==> config.mk <==
export PLATFORM = sky130hd
export DESIGN_NAME = sha1_msg_padder
export DESIGN_NICKNAME = d
export VERILOG_FILES = /design/src/rtl/sha1_pkg.sv /design/src/rtl/sha1_byte_pad.sv /design/src/rtl/sha1_msg_padder.sv
export SDC_FILE = /design/constraint.sdc
export NUM_CORES = 1
export LEC_CHECK = 0
export ABC_AREA = 1
export BUFFER_PORTS_ARGS = -buffer_cell sky130_fd_sc_hd__buf_2
export CORE_ASPECT_RATIO = 1.2
export CORE_MARGIN = 10
export CORE_UTILIZATION = 50
export CTS_CLUSTER_DIAMETER = 120
export DETAILED_ROUTE_END_ITERATION = 8
export PLACE_DENSITY = 0.7
export RECOVER_POWER = 100
export SLEW_MARGIN = 10
export SYNTH_ARGS = -nofsm -noshare
export SYNTH_HDL_FRONTEND = slang
export SYNTH_SLANG_ARGS = --single-unit
==> constraint.sdc <==
create_clock -name clk -period 4.2 [get_ports clk]
set_input_delay 0.63 -clock clk [delete_from_list [all_inputs] [get_ports clk]]
set_output_delay 0.63 -clock clk [all_outputs]
set_load 0.005 [all_outputs]
==> src/rtl/sha1_pkg.sv <==
// Shared SHA-1 constants and padder state encoding.
package sha1_pkg;

  localparam logic [31:0]  SHA1_PAD_WORD        = 32'h8000_0000;
  localparam int unsigned  SHA1_WORDS_PER_BLOCK = 16;
  localparam int unsigned  SHA1_IDX_W           = $clog2(SHA1_WORDS_PER_BLOCK);
  // Last index that can hold pad/zero words before the two length words.
  localparam logic [SHA1_IDX_W-1:0] SHA1_PRE_LEN_IDX = SHA1_IDX_W'(SHA1_WORDS_PER_BLOCK - 3);

  typedef enum logic [2:0] {
    ST_IDLE,
    ST_DATA,
    ST_ZERO,
    ST_LEN_HI,
    ST_LEN_LO
  } sha1_pad_state_e;

endpackage

==> src/rtl/sha1_byte_pad.sv <==
// Masks bytes at and beyond nbytes of a big-endian word and inserts the 0x80 pad byte.
module sha1_byte_pad
  import sha1_pkg::*;
(
  input  logic [31:0] data,
  input  logic [2:0]  nbytes,
  output logic [31:0] padded_c
);

  always_comb begin
    padded_c = data;
    case (nbytes)
      3'd0:    padded_c = SHA1_PAD_WORD;
      3'd1:    padded_c = {data[31:24], 24'h80_0000};
      3'd2:    padded_c = {data[31:16], 16'h8000};
      3'd3:    padded_c = {data[31:8],  8'h80};
      default: padded_c = data;
    endcase
  end

endmodule

==> src/rtl/sha1_msg_padder.sv <==
// Streams message words into padded 512-bit SHA-1 blocks (pad byte, zero fill, 64-bit length).
module sha1_msg_padder
  import sha1_pkg::*;
#(
  parameter int unsigned LEN_W = 64
) (
  input  logic        clk,
  input  logic        reset,
  input  logic        in_valid,
  output logic        in_ready,
  input  logic [31:0] in_data,
  input  logic        in_last,
  input  logic [2:0]  in_nbytes,
  output logic        out_valid,
  input  logic        out_ready,
  output logic [31:0] out_data,
  output logic [3:0]  out_idx,
  output logic        out_msg_end,
  output logic        busy
);

  sha1_pad_state_e        state_q, state_d, after_pad;
  logic                   pad_pend_q, pad_pend_d;
  logic                   ready_en_q;
  logic                   adv, accept, last_full;
  logic [2:0]             nb_eff;
  logic [5:0]             add_bits;
  logic [31:0]            padded_c;
  logic                   ld, ld_end;
  logic [31:0]            ld_data;
  logic [SHA1_IDX_W-1:0]  widx_q;
  logic [LEN_W-1:0]       cnt_q, cnt_d;

  // Output slot can take a new word this cycle.
  assign adv       = !out_valid || out_ready;
  assign in_ready  = ready_en_q && adv;
  assign accept    = in_valid && in_ready;
  assign nb_eff    = in_last ? in_nbytes : 3'd4;
  assign last_full = nb_eff >= 3'd4;
  assign add_bits  = last_full ? 6'd32 : {nb_eff, 3'b000};
  assign after_pad = (widx_q == SHA1_PRE_LEN_IDX) ? ST_LEN_HI : ST_ZERO;

  sha1_byte_pad u_byte_pad (
    .data     (in_data),
    .nbytes   (nb_eff),
    .padded_c (padded_c)
  );

  always_ff @(posedge clk or posedge reset) begin
    if (reset) begin
      state_q    <= ST_IDLE;
      pad_pend_q <= 1'b0;
      ready_en_q <= 1'b0;
    end else begin
      state_q    <= state_d;
      pad_pend_q <= pad_pend_d;
      ready_en_q <= ((state_d == ST_IDLE) || (state_d == ST_DATA)) && !pad_pend_d;
    end
  end

  // A full final word leaves the pad word pending for the next output slot.
  always_comb begin
    state_d    = state_q;
    pad_pend_d = pad_pend_q;
    case (state_q)
      ST_IDLE, ST_DATA: begin
        if (pad_pend_q) begin
          if (adv) begin
            pad_pend_d = 1'b0;
            state_d    = after_pad;
          end
        end else if (accept) begin
          state_d = ST_DATA;
          if (in_last) begin
            if (last_full) pad_pend_d = 1'b1;
            else           state_d    = after_pad;
          end
        end
      end
      ST_ZERO:   if (adv) state_d = after_pad;
      ST_LEN_HI: if (adv) state_d = ST_LEN_LO;
      ST_LEN_LO: if (adv) state_d = ST_IDLE;
      default:   state_d = ST_IDLE;
    endcase
  end

  always_comb begin
    ld      = 1'b0;
    ld_data = '0;
    ld_end  = 1'b0;
    cnt_d   = cnt_q;
    if (accept) cnt_d = ((state_q == ST_IDLE) ? '0 : cnt_q) + LEN_W'(add_bits);
    case (state_q)
      ST_IDLE, ST_DATA: begin
        if (pad_pend_q) begin
          ld      = adv;
          ld_data = SHA1_PAD_WORD;
        end else begin
          ld      = accept;
          ld_data = padded_c;
        end
      end
      ST_ZERO:   ld = adv;
      ST_LEN_HI: begin
        ld      = adv;
        ld_data = cnt_q[LEN_W-1 -: 32];
      end
      ST_LEN_LO: begin
        ld      = adv;
        ld_data = cnt_q[31:0];
        ld_end  = 1'b1;
      end
      default: ld = 1'b0;
    endcase
  end

  // Output word register, running block index and bit counter.
  always_ff @(posedge clk or posedge reset) begin
    if (reset) begin
      out_valid   <= 1'b0;
      out_data    <= '0;
      out_idx     <= '0;
      out_msg_end <= 1'b0;
      busy        <= 1'b0;
      widx_q      <= '0;
      cnt_q       <= '0;
    end else begin
      cnt_q <= cnt_d;
      if (ld) begin
        out_valid   <= 1'b1;
        out_data    <= ld_data;
        out_idx     <= widx_q;
        out_msg_end <= ld_end;
        widx_q      <= widx_q + SHA1_IDX_W'(1);
      end else if (out_ready) begin
        out_valid   <= 1'b0;
        out_msg_end <= 1'b0;
      end
      if (accept)                                    busy <= 1'b1;
      else if (out_valid && out_ready && out_msg_end) busy <= 1'b0;
    end
  end

endmodule

==> flow_summary.ini <==
[run_status]
status = finished with violations
violations = max-capacitance violations, max-slew violations

[logic_synthesis]
syn_area_sq_um = 6980
yosys-top-cells-area = dfrtp_1, nand2_1, nor2_1, inv_1, nand3_1
synthArstFlopShare_pct = 100
synth_compound_area_share_pct = 7.54
syn_nets = 1031
synth_xor_area_share_pct = 4.64
synth_most_common_cell = nand2_1
synth_top_area_share_pct = 39.1
ys.flop_type = dfrtp_1
synth_top_family_by_area = simple AND/OR/NAND/NOR gates
avgSynthCellArea_sq_um = 7.09
synth_common_cells = nand2_1, nor2_1, inv_1
synthMuxAreaShare_pct = 0
synth_fa_ha_area_share_pct = 1.18
ys_ff_latch = 109
ys_warn_count = 0
syn_inst = 985
yosysSeqAreaShare_pct = 39.1
yosys.area_share.simple_pct = 37.8
synth_edf_count = 0
yosysTopAreaCell = dfrtp_1
synth.distinct_cells = 39

[layout]
area_delta_synth_final_pct = 9.71
design_area_sq_um = 7660
fill_cells = 1415
ff_latch_area_sq_um = 2730
multi_input_area_sq_um = 3510
n_antenna_cell = 0
final_layout_size_suffix_gt1_share_pct = 10.8
final_nets = 1099

[route]
wl_um = 22100
detail_route.wl_per_cell_um = 18.0
avgViaCountPerCell = 5.52
drtPass1Iterations = 5
drc = 0
drt_iter0_drc = 664
dr_total_vias = 6779
route.antenna.remaining_nets = 0

[setup_path]
worstPathArrival_ns = 3.59
crit_chain = nor2_1 -> nand2_4 -> inv_1 -> nor2_1 -> ha_1 -> nand2_1 -> inv_1 -> a21oi_1 -> nor2_1 -> nand2_1 -> nor2_1 -> nand3b_2 -> nor2_1 -> nand2_1 -> nand2_1 -> nand2_1
critPathMaxStageDelay_ns = 0.51
worstSetupPathType = flop to flop
r2r-start = state_q[2]
critical_path.startpoint_type = flop
cp_slowest_cell = dfrtp_1
cp.required_ns = 4.46
worst_setup_path_end_kind = flop
startpoint = state_q[2]
crit_fanout = 11

[die]
ios = 80
die_w_um = 128
die_y_um = 149
rows = 47
core_sq_um = 13800
start_util_pct = 50.8
die_area_sq_um = 19100

[cts]
worstSkewPairLatency_ns = 0.37
cts_buffers = 9
htreeDepth = 3
cts_buffer_depth = 2
cts_sinks = 109
clk_pin_slew_worst_paths_ns = 0.08
cts_setup_buffers = 0
postCtsHoldBufs = 0
cts_tree = built
ctsRootBufferMaster = clkbuf_16
cts_resized = 0

[grt]
grt-ovfl-total = 0
grt_pass1_wl_um = 34400
grt_max_degree = 59
grt_usage_pct = 22.8
antenna_found_initial = 0
grt_pass1_vias = 6374

[sta]
final_hold_viol_count = 0
worst_pin_slew_ns = 2.45
fmax_mhz = 300
slew_violations = 53
grt_setup_unrepaired = no
setup_viol = 0
finalSetupTns_ns = 0
fin_crit_ns = 3.33
relSlewSlack_pct = -64.2
skew_ns = 0.00840
timing.final.crit_share_pct = 79.4

[pwr]
peakVddDrop_mv = 0.370
power_density_nw_per_um2 = 580
p_leak_nw = 3.53
power_mw = 4.44

[placed_design]
gp_congestion = 1.02
dpl-instance-area_sq_um = 7470
port_buffers = 79
hpwl_um = 16900

[job]
drv_cap = 1

[min_path]
hold_path.startpoint = out_data[4]
hold_class = flop to flop
-- worst max-delay path, delay by kind of cell, from the launching register on --
| family | cells | cell delay [ns] |
|---|---|---|
| buffers and inverters | 2 | 0.31 |
| AOI/OAI and AO/OA | 1 | 0.07 |
| adders and majority gates | 1 | 0.33 |
| and+or+nand+nor | 12 | 1.99 |
| DFF | 1 | 0.51 |
-- power breakdown --
part	leakage, nW	switching, mW	internal (mW)	total, mW
Sequential	1.45	0.291	1.40	1.69
Combinational	1.93	1.30	0.521	1.82
Clock	0.155	0.445	0.480	0.924
Total	3.53	2.04	2.40	4.44
-- flip-flops by register name (all words and copies together) (netlist names) --
name and cells:
out_idx 4, out_data 32, state_q 3, busy 1
ready_en_q 1, out_msg_end 1, out_valid 1, cnt_q 61
widx_q 4, pad_pend_q 1
-- cells by family (layout without fill, tap and decap cells) --
kind of cell	Yosys count	count (layout)
AO/OA/AOI/OAI	88	88
XOR/XNOR	37	37
adder cells (fa/ha/maj)	6	6
buffers and inverters	162	235
flip-flops	109	109
AND/OR/NAND/NOR	583	583
-- per-stage QoR --
step | worst slack (ns) | std cells | utilization [%] | hold WS [ns]
finish | 0.867 | 1229 | 55.7 | 0.475
global route | 0.502 | 1229 | 55.7 | 0.498
CTS | 1.20 | 1229 | 56.6 | 0.398
detailed placement | 1.01 | 1213 | 54.3 | 0.458
global placement | 1.11 | 1213 | 54.3 | 0.450
floorplan | 0.696 | 985 | - | 0.449
-- per-layer routing --
metal  share of wire, %  wire length (um)  GRT usage (%)  up-vias
met4                4.0               874           10.0        0
met2                 48             10600           37.6      284
met1                 40              8920           28.5     3168
met5                  0                 0              0        -
li1                   -                 -              -     3273
met3                7.6              1680           4.10       54
-- final timing paths --
kind                                to  cells past startpoint  slack, ns
max                          cnt_q[54]                     16       0.87
min                        out_data[4]                      2       0.47
max reg2reg                  cnt_q[54]                     16       0.87
min reg2reg                out_data[4]                      2       0.47
max in group asynchronous    cnt_q[29]                      3       1.21
min in group asynchronous     cnt_q[4]                      2       0.91
-- final cells by class --
cell class | instances | area share [%]
Clock buffer | 9 | 2.94
Clock inverter | 7 | 1.14
Inverter | 131 | 6.43
Multi-Input combinational cell | 714 | 45.8
Sequential cell | 109 | 35.6
Tap cell | 171 | 2.79
Timing Repair Buffer | 88 | 5.31
-- layout by cell type (no fill, tap or decap), drive strengths merged --
cell type	instances
nand3	102
fa	1
clkbuf	48
ha	5
nand4	13
and3	2
o31ai	1
clkinv	1
o21a	1
xnor2	2
nor4	2
clkinvlp	1
a21oi	10
nor2	154
a32oi	1
nor3	18
o211ai	7
nand3b	6
o221ai	14
o21ai	48
bufinv	1
or2	1
xor2	35
nand2	285
dfrtp	109
o22ai	6
inv	135
buf	49
(Power assumes the default switching activity.)
